[config.mk]
export PLATFORM = sky130hd
export DESIGN_NAME = seg_frame_decoder
export DESIGN_NICKNAME = d
export VERILOG_FILES = /design/src/rtl/seg_pkg.sv /design/src/rtl/seg_pattern_decode.sv /design/src/rtl/seg_frame_decoder.sv
export SDC_FILE = /design/constraint.sdc
export NUM_CORES = 1
export LEC_CHECK = 0
export CORE_MARGIN = 10
export CORE_UTILIZATION = 59
export CTS_CLUSTER_DIAMETER = 150
export DETAILED_ROUTE_END_ITERATION = 10
export MAX_ROUTING_LAYER = met4
export PLACE_DENSITY = 0.84
export SLEW_MARGIN = 20
export SYNTH_ARGS = -nofsm -noshare
export SYNTH_HDL_FRONTEND = slang
export SYNTH_SLANG_ARGS = --single-unit
[constraint.sdc]
create_clock -name clk -period 5.7 [get_ports clk]
set_input_delay 0.57 -clock clk [delete_from_list [all_inputs] [get_ports clk]]
set_output_delay 0.57 -clock clk [all_outputs]
set_load 0.005 [all_outputs]
[src/rtl/seg_pkg.sv]
// Glyph table, digit codes and decoder state encoding shared by the seven-segment
// display driver and the readback decoder.
package seg_pkg;

    localparam int SEG_CODE_W = 5;

    localparam logic [SEG_CODE_W-1:0] CODE_R     = 5'd16;
    localparam logic [SEG_CODE_W-1:0] CODE_BLANK = 5'd17;
    localparam logic [SEG_CODE_W-1:0] CODE_BAD   = 5'd31;

    // Active-low g..a patterns; bit 6 is segment g.
    localparam logic [6:0] GLYPH_0     = 7'h40;
    localparam logic [6:0] GLYPH_1     = 7'h79;
    localparam logic [6:0] GLYPH_2     = 7'h24;
    localparam logic [6:0] GLYPH_3     = 7'h30;
    localparam logic [6:0] GLYPH_4     = 7'h19;
    localparam logic [6:0] GLYPH_5     = 7'h12;
    localparam logic [6:0] GLYPH_6     = 7'h02;
    localparam logic [6:0] GLYPH_7     = 7'h78;
    localparam logic [6:0] GLYPH_8     = 7'h00;
    localparam logic [6:0] GLYPH_9     = 7'h10;
    localparam logic [6:0] GLYPH_A     = 7'h08;
    localparam logic [6:0] GLYPH_B     = 7'h03;
    localparam logic [6:0] GLYPH_C     = 7'h27;
    localparam logic [6:0] GLYPH_D     = 7'h21;
    localparam logic [6:0] GLYPH_E     = 7'h06;
    localparam logic [6:0] GLYPH_F     = 7'h0E;
    localparam logic [6:0] GLYPH_R     = 7'h2F;
    localparam logic [6:0] GLYPH_BLANK = 7'h7F;

    typedef enum logic [1:0] {
        SYNC    = 2'd0,
        COLLECT = 2'd1,
        EMIT    = 2'd2
    } state_e;

endpackage

[src/rtl/seg_pattern_decode.sv]
// Combinational seven-segment glyph to digit-code decoder; unknown glyphs map to CODE_BAD.
module seg_pattern_decode
    import seg_pkg::*;
(
    input  logic [6:0]            pattern,
    output logic [SEG_CODE_W-1:0] code
);

    always_comb begin
        case (pattern)
            GLYPH_0:     code = 5'd0;
            GLYPH_1:     code = 5'd1;
            GLYPH_2:     code = 5'd2;
            GLYPH_3:     code = 5'd3;
            GLYPH_4:     code = 5'd4;
            GLYPH_5:     code = 5'd5;
            GLYPH_6:     code = 5'd6;
            GLYPH_7:     code = 5'd7;
            GLYPH_8:     code = 5'd8;
            GLYPH_9:     code = 5'd9;
            GLYPH_A:     code = 5'd10;
            GLYPH_B:     code = 5'd11;
            GLYPH_C:     code = 5'd12;
            GLYPH_D:     code = 5'd13;
            GLYPH_E:     code = 5'd14;
            GLYPH_F:     code = 5'd15;
            GLYPH_R:     code = CODE_R;
            GLYPH_BLANK: code = CODE_BLANK;
            default:     code = CODE_BAD;
        endcase
    end

endmodule

[src/rtl/seg_frame_decoder.sv]
// Debounces a multiplexed seven-segment bus and emits one snapshot per complete frame.
// Decimal-point readback is built only when SEG_DECODE_DP_EN is defined.
module seg_frame_decoder
    import seg_pkg::*;
#(
    parameter int DIGITS        = 8,
    parameter int STABLE_CYCLES = 4
) (
    input  logic                         clk,
    input  logic                         ac,
    input  logic [DIGITS-1:0]            dig_sel,
    input  logic [7:0]                   seg_in,
    output logic                         frame_valid,
    output logic [SEG_CODE_W*DIGITS-1:0] frame_digits,
    output logic [DIGITS-1:0]            frame_dp,
    output logic                         frame_err,
    output logic [1:0]                   fsm_state
);

    localparam int CNT_W = $clog2(STABLE_CYCLES + 1);
    localparam logic [CNT_W-1:0] CNT_MAX  = CNT_W'(STABLE_CYCLES);
    localparam logic [CNT_W-1:0] CNT_LAST = CNT_W'(STABLE_CYCLES - 1);

    localparam logic [1:0] ST_SYNC    = SYNC;
    localparam logic [1:0] ST_COLLECT = COLLECT;
    localparam logic [1:0] ST_EMIT    = EMIT;

`ifdef SEG_DECODE_DP_EN
    localparam logic [7:0] CMP_MASK = 8'hFF;
`else
    localparam logic [7:0] CMP_MASK = 8'h7F;
`endif

    logic [DIGITS-1:0]            s_sel, p_sel, filled, filled_next;
    logic [7:0]                   s_seg, p_seg;
    logic [CNT_W-1:0]             cnt, cnt_next;
    logic [1:0]                   state;
    logic                         pend, pend_next;
    logic                         same, blank, onehot, reach, commit, bad;
    logic                         accept, dup, full, any_bad;
    logic [SEG_CODE_W-1:0]        code;
    logic [SEG_CODE_W*DIGITS-1:0] hold, hold_next;

    seg_pattern_decode u_decode (
        .pattern (s_seg[6:0]),
        .code    (code)
    );

    assign same   = (s_sel == p_sel) && ((s_seg & CMP_MASK) == (p_seg & CMP_MASK));
    assign blank  = (s_sel == '0);
    assign onehot = !blank && ((s_sel & (s_sel - DIGITS'(1))) == '0);

    // A run commits once, on the sample that brings the count up to STABLE_CYCLES.
    assign reach  = !blank && same && (cnt == CNT_LAST);
    assign commit = reach && onehot;
    assign bad    = reach && !onehot;

    assign accept      = commit && ((state == ST_COLLECT) || ((state == ST_SYNC) && s_sel[0]));
    assign dup         = accept && (state == ST_COLLECT) && ((filled & s_sel) != '0);
    assign filled_next = accept ? (filled | s_sel) : filled;
    assign pend_next   = pend | dup | (bad && (state == ST_COLLECT));
    assign full        = accept && (filled_next == '1);

    always_comb begin
        if (blank)               cnt_next = '0;
        else if (!same)          cnt_next = CNT_W'(1);
        else if (cnt == CNT_MAX) cnt_next = cnt;
        else                     cnt_next = cnt + CNT_W'(1);
    end

    always_comb begin
        hold_next = hold;
        any_bad   = 1'b0;
        for (int i = 0; i < DIGITS; i++) begin
            if (accept && s_sel[i]) hold_next[SEG_CODE_W*i +: SEG_CODE_W] = code;
            if (hold_next[SEG_CODE_W*i +: SEG_CODE_W] == CODE_BAD) any_bad = 1'b1;
        end
    end

    // The snapshot is loaded on the final commit edge, so the EMIT cycle is the pulse cycle.
    always_ff @(posedge clk) begin
        if (ac) begin
            s_sel        <= '0;
            s_seg        <= '0;
            p_sel        <= '0;
            p_seg        <= '0;
            cnt          <= '0;
            state        <= ST_SYNC;
            filled       <= '0;
            pend         <= 1'b0;
            hold         <= {DIGITS{CODE_BLANK}};
            frame_valid  <= 1'b0;
            frame_digits <= {DIGITS{CODE_BLANK}};
            frame_err    <= 1'b0;
        end else begin
            s_sel       <= dig_sel;
            s_seg       <= seg_in;
            p_sel       <= s_sel;
            p_seg       <= s_seg;
            cnt         <= cnt_next;
            frame_valid <= 1'b0;
            case (state)
                ST_SYNC, ST_COLLECT: begin
                    hold   <= hold_next;
                    filled <= filled_next;
                    pend   <= pend_next;
                    if (full) begin
                        frame_digits <= hold_next;
                        frame_err    <= pend_next | any_bad;
                        frame_valid  <= 1'b1;
                        state        <= ST_EMIT;
                    end else if (accept) begin
                        state <= ST_COLLECT;
                    end
                end
                default: begin
                    filled <= '0;
                    pend   <= 1'b0;
                    state  <= ST_SYNC;
                end
            endcase
        end
    end

    assign fsm_state = state;

`ifdef SEG_DECODE_DP_EN
    logic [DIGITS-1:0] hold_dp, hold_dp_next;

    always_comb begin
        hold_dp_next = hold_dp;
        for (int i = 0; i < DIGITS; i++) begin
            if (accept && s_sel[i]) hold_dp_next[i] = ~s_seg[7];
        end
    end

    always_ff @(posedge clk) begin
        if (ac) begin
            hold_dp  <= '0;
            frame_dp <= '0;
        end else begin
            hold_dp <= hold_dp_next;
            if (full) frame_dp <= hold_dp_next;
        end
    end
`else
    assign frame_dp = '0;
`endif

endmodule

==> results of run 1 <==
-- power by group --
group,switching [W],internal (W),total (W)
clock network,0.000396,0.000766,0.00116
logic,0.0000579,0.0000403,0.0000982
registers,0.0000227,0.000892,0.000914
-- routing by layer --
layer  routed length, um  vias to the layer above  share of wire  GRT usage
li1                    -                     2093              -          -
met1                5660                     2150           0.41      0.257
met2                6670                      266           0.48      0.338
met3                1250                       44          0.089     0.0646
met4                 362                        0          0.026     0.0870
met5                   0                        -              0          -
-- sequential cells by signal, indices dropped and copies added (netlist names) --
register and cells:
cnt 3, p_sel 8, filled 8, pend 1, frame_err 1, s_seg 7, p_seg 7, fsm_state 2
frame_valid 1, hold 40, frame_digits 40, s_sel 8
-- cells in the mapped netlist (6+ instances only) --
cell type and n:
nand4_1 9, mux2_2 7, a211o_1 21, buf_4 9
xor2_1 17, nor3_1 13, a21oi_1 26, dfxtp_1 126
mux2i_1 33, nor2_1 66, a31oi_1 6, buf_2 15
nand2_1 24, inv_1 11, nand3_1 16, nor2b_1 39
and3_1 8, a211oi_1 17, clkbuf_1 28, nand2b_1 9
o21ai_0 9
-- cell type report --
| cell class | instances | area, um^2 | area share |
|---|---|---|---|
| Timing Repair Buffer | 65 | 636 | 0.0969 |
| Inverter | 11 | 41.3 | 0.00629 |
| Multi-Input combinational cell | 392 | 2580 | 0.394 |
| Clock buffer | 18 | 428 | 0.0652 |
| Sequential cell | 126 | 2520 | 0.384 |
| Tap cell | 108 | 135 | 0.0206 |
| Clock inverter | 13 | 214 | 0.0326 |
-- kinds of logic after synthesis --
family                     Yosys count
buffers and inverters               68
and+or+nand+nor                    217
AOI/OAI and AO/OA                  102
other                                1
DFF                                126
xor gates and xnor gates            22
muxes                               40
adders and majority gates            3
-- through the flow --
| stage | setup WS, ns | cells | instance area [um^2] | power [W] | hold slack (ns) |
|---|---|---|---|---|---|
| 6_report | 1.96 | 733 | 6560 | 0.00217 | 0.423 |
| 5_1_grt | 1.73 | 733 | 6560 | 0.00223 | 0.437 |
| 4_1_cts | 1.58 | 733 | 6540 | 0.00217 | 0.419 |
| 3_5_place_dp | 1.69 | 702 | 5900 | 0.00102 | 0.447 |
| 3_3_place_gp | 1.90 | 702 | 5900 | 0.00102 | 0.440 |
| 2_1_floorplan | 3.06 | 586 | 5410 | 0.000999 | 0.438 |
-- worst paths after layout --
path                    startpoint                to  slack [ns]
hold / removal                  ac          p_seg[2]        0.42
hold reg to reg   frame_digits[31]  frame_digits[31]        0.45
setup / recovery          s_seg[5]  frame_digits[18]        1.96
setup reg to reg          s_seg[5]  frame_digits[18]        1.96
-- worst reg2reg max path: stages, from the launching register on --
cell and delay (ns):
dfxtp_1 0.69, xor2_1 0.14, nor4_1 0.46, nand2_1 0.18, nor3_2 0.68, a31oi_1 0.38
nor4bb_4 0.35, buf_4 0.40, nor2_1 0.13, a211oi_1 0.25
==> metrics.yaml, run 1 <==
status: "completed"
wl_per_cell_um: 19.0
synth.area.top_cells: "dfxtp_1, mux2i_1, nor2_1, nor2b_1, a211o_1"
maxCapViolations: 0
synth_edf_count: 0
crit_path_max_fanout: 41
synth_compound_area_frac: 0.133
ant_nets: 0
clock_skew_ns: 0.00639
worstSetupPathType: "flop to flop"
synthFlopType: "dfxtp_1"
cp_top_family: "simple AND/OR/NAND/NOR gates"
cp.depth: 9
min_period_ns: 3.74
syn-instance-count: 579
cts_inserted_buffers: 17
root_buffer: "clkbuf_8"
fin_crit_sh: 0.656
antenna_found_initial: 0
avgSynthCellArea_um2: 9.30
post_cts_buffers: 0
syn_area_mm2: 0.00539
cp_slowest_cell: "dfxtp_1"
start_util: 0.612
nets: 634
synth_cell_type_count: 61
clk_latency_ns: 0.52
cp-start-kind: "flop"
ff2ff_path_depth: 9
synth_xor_area_frac: 0.0358
cts_tree: "yes"
portBuffers: 60
yosysSeqAreaShare: 0.468
rsz0062_at_grt: "false"
fill_cells: 548
synth_top_family_by_area: "simple AND/OR/NAND/NOR gates"
synth_top_area_share: 0.468
grt_overflow: 0
core-area_mm2: 0.00881
slew_viol_final: 0
gp_congestion: 0.874
yosysTopAreaCell: "dfxtp_1"
clock_path_buffers: 2
leakagePower_nw: 2.70
rows: 34
ys_seq_elements: 126
fin_tns_setup_ns: 0
clock-sinks: 126
hold_depth: 2
die-area_mm2: 0.0134
fp.dieH_um: 116
crit_arrival_ns: 4.16
finalHoldViolations: 0
utilization: 0.745
ys_warn_count: 0
grt_usage: 0.216
layout_common_cells: "dfxtp_1, nor2_1, clkdlybuf4s50_1"
antenna_cells: 0
setup_viol: 0
die_w_um: 116
grt_pass1_vias: 4378
tightest_slew_ns: 1.07
syn_to_final_growth_pct: 21.8
path_clk_slew_ns: 0.06
worst-path-buf-inv: 1
synthAdderAreaFrac: 0.00697
viasPerCell: 6.21
mostFrequentLayoutCell: "dfxtp_1"
hpwl_mm: 8.75
hold_path.class: "primary input to flop"
ir_drop_mv: 0.223
slew_headroom: 0.278
firstDrtPassIters: 7
async_reset_ff_frac: 0
hold_buffers: 0
cts.htree.levels: 4
ctsResizeCount: 0
drt-total-wl_mm: 13.9
vias: 4553
crit_path_end_kind: "flop"
synthMuxAreaShare: 0.0760
required_ns: 6.12
grt_pass1_wl_mm: 22.4
drc_errors: 0
grt_max_degree: 86
drt_iter0_markers: 473
drive_above_1_share: 0.0896
fmax_ghz: 0.268
synthSimpleGateAreaFrac: 0.216
ioPinCount: 70
cp_cell_sequence: "xor2_1 > nor4_1 > nand2_1 > nor3_2 > a31oi_1 > nor4bb_4 > buf_4 > nor2_1 > a211oi_1"
p_per_area_mw_per_mm2: 331
max_stage_delay_ns: 0.69
(Power assumes the default switching activity.)
==> run 2, diff against run 1 <==
--- a/config.mk
+++ b/config.mk
@@ -6,11 +6,11 @@
 export NUM_CORES = 1
 export LEC_CHECK = 0
 export CORE_MARGIN = 10
-export CORE_UTILIZATION = 59
+export CORE_UTILIZATION = 55
 export CTS_CLUSTER_DIAMETER = 150
 export DETAILED_ROUTE_END_ITERATION = 10
 export MAX_ROUTING_LAYER = met4
-export PLACE_DENSITY = 0.84
+export PLACE_DENSITY = 0.8
 export SLEW_MARGIN = 20
 export SYNTH_ARGS = -nofsm -noshare
 export SYNTH_HDL_FRONTEND = slang
==> constraint.sdc (replaced) <==
create_clock -name clk -period 3.5 [get_ports clk]
set_input_delay 0.35 -clock clk [delete_from_list [all_inputs] [get_ports clk]]
set_output_delay 0.35 -clock clk [all_outputs]
set_load 0.005 [all_outputs]
==> metrics.yaml, run 2 (synthesized netlist as in run 1, its figures left out) <==
ir_drop_mv: 0.431  # +94%
drt-total-wl_mm: 13.3  # -4.5%
ioPinCount: 70  # unchanged
cp_slowest_cell: "or4_4"
firstDrtPassIters: 5  # -2
viasPerCell: 5.74  # -7.5%
antenna_found_initial: 0  # unchanged
portBuffers: 60  # unchanged
finalHoldViolations: 0  # unchanged
ff2ff_path_depth: 10  # +1
layout_common_cells: "dfxtp_1, nor2_1, clkdlybuf4s50_1"
min_period_ns: 3.22  # -0.518 ns
timing.rr.end: "frame_digits[8]"
crit_path_end_kind: "flop"
grt_pass1_vias: 4280  # -2.2%
post_cts_buffers: 0  # unchanged
hold_path_end: "s_sel[6]"
mostFrequentLayoutCell: "dfxtp_1"
top_usage_layer: "met2"
hold_depth: 2  # unchanged
die-area_mm2: 0.0142  # +6.0%
fin_crit_sh: 0.920  # +0.264
wl_per_cell_um: 17.4  # -8.7%
fin_tns_setup_ns: 0  # unchanged
status: "completed"
drt_iter0_markers: 406  # -14%
grt_util_met1: 0.231  # -0.0257
p_per_area_mw_per_mm2: 513  # +55%
grt_overflow: 0  # unchanged
cp-start-kind: "flop"
required_ns: 3.93  # -2.19 ns
fp.dieH_um: 119  # +3.0%
drive_above_1_share: 0.0962  # +0.00661
vias: 4405  # -3.3%
start_util: 0.559  # -0.0529
holdWs_ns: 0.369  # -0.0535 ns
clk_latency_ns: 0.53  # about the same
cts_tree: "yes"
cp_cell_sequence: "or4_4 > nor2_4 > and4bb_2 > or4_1 > a31oi_1 > buf_4 > nor4bb_4 > buf_4 > nor2_1 > a211oi_1"
grt_pass1_wl_mm: 21.8  # -2.7%
hpwl_mm: 8.77  # +0.27%
cp_common_cell: "buf_4"
p_sw_frac: 0.220  # +0.00123
grt_usage: 0.193  # -0.0239
syn_to_final_growth_pct: 22.3
use_met3: 0.0529  # -0.0117
clock_path_buffers: 2  # unchanged
path_clk_slew_ns: 0.06  # about the same
clock-sinks: 126  # unchanged
grt_max_degree: 97  # +13%
rsz0062_at_grt: "false"
worstSetupPathType: "flop to flop"
power_w: 0.00338  # +56%
gp_congestion: 0.907  # +3.8%
min_from: "dig_sel[6]"
maxCapViolations: 0  # unchanged
die_w_um: 119  # +3.0%
seq_power_share: 0.439  # +0.019
setup_viol: 0  # unchanged
p_comb_frac: 0.048  # +0.003
hold_buffers: 0  # unchanged
crit_path_max_fanout: 32  # -22%
rows: 36  # +5.9%
switchingPower_w: 0.000745  # +56%
reg_top3: "frame_digits: 40 flops, hold: 40 flops"
cts.htree.levels: 4  # unchanged
nets: 642  # +1.3%
fmax_ghz: 0.311  # +16%
cts_inserted_buffers: 17  # unchanged
core-area_mm2: 0.00964  # +9.5%
p_int_w: 0.00264  # +55%
ant_nets: 0  # unchanged
slew_headroom: 0.222  # -0.0564
p_clk_frac: 0.513  # -0.021
root_buffer: "clkbuf_8"
antenna_cells: 0  # unchanged
crit_arrival_ns: 3.65  # -0.51 ns
tightest_slew_ns: 1.16  # +0.0960 ns
r2r-start: "s_sel[2]"
met2_usage: 0.304  # -0.0337
leakagePower_nw: 2.72  # +0.79%
startpoint: "s_sel[2]"
rrSetupSlack_ns: 0.28  # -1.68 ns
hold_path.class: "primary input to flop"
drc_errors: 0  # unchanged
clock_skew_ns: 0.00813  # +0.00174 ns
slew_viol_final: 0  # unchanged
max_stage_delay_ns: 0.60  # -0.09 ns
## run 2: metal layers
metal  part of all wire  vias to the layer above
met5                  0                        -
met4              0.021                        0
met3              0.076                       32
met2               0.48                      207
met1               0.42                     2072
li1                   -                     2094
## run 2: how the worst max path moves through the flow
stage / to / depth (start not counted)
final: frame_digits[8] / 10
after global routing: frame_digits[8] / 10
after CTS: frame_digits[8] / 10
after detailed placement: frame_digits[8] / 10
after global placement: frame_err / 8
after floorplan: frame_err / 10
## run 2: stage by stage
stage	instance area [um^2]	utilization	std cells	worst slack [ns]
2_1_floorplan	5410	-	586	0.863
3_3_place_gp	5990	0.622	735	0.463
3_5_place_dp	5990	0.622	735	0.361
4_1_cts	6580	0.683	767	0.297
5_1_grt	6590	0.683	767	0.0590
6_report	6590	0.683	767	0.280
## run 2: what timing repair did
| action | CTS | global route |
|---|---|---|
| gates resized for setup | 0 | 1 |
| endpoints found under the setup margin | 0 | 1 |
| hold endpoints to repair | 0 | 0 |
## run 2: power groups by stage
| stage | Sequential (W) | Clock [W] | Combinational [W] |
|---|---|---|---|
| after floorplan | 0.00149 | 0 | 0.000140 |
| after global placement | 0.00151 | 0 | 0.000153 |
| after detailed placement | 0.00151 | 0 | 0.000157 |
| final | 0.00148 | 0.00174 | 0.000163 |
| after global routing | 0.00149 | 0.00182 | 0.000177 |
| after CTS | 0.00148 | 0.00175 | 0.000160 |
## run 2: cell type report
class,count,area (um^2)
Multi-Input combinational cell,392,2570
Clock inverter,11,140
Inverter,11,41.3
Tap cell,133,166
Sequential cell,126,2520
Clock buffer,21,449
Fill cell,735,3050
Timing Repair Buffer,73,696
## run 2: critical path, delay by kind of cell, from the launching register on
kind,cells,cell delay [ns]
DFF,1,0.42
and+or+nand+nor,6,1.68
AOI/OAI and AO/OA,2,0.42
buffers and inverters,2,0.56
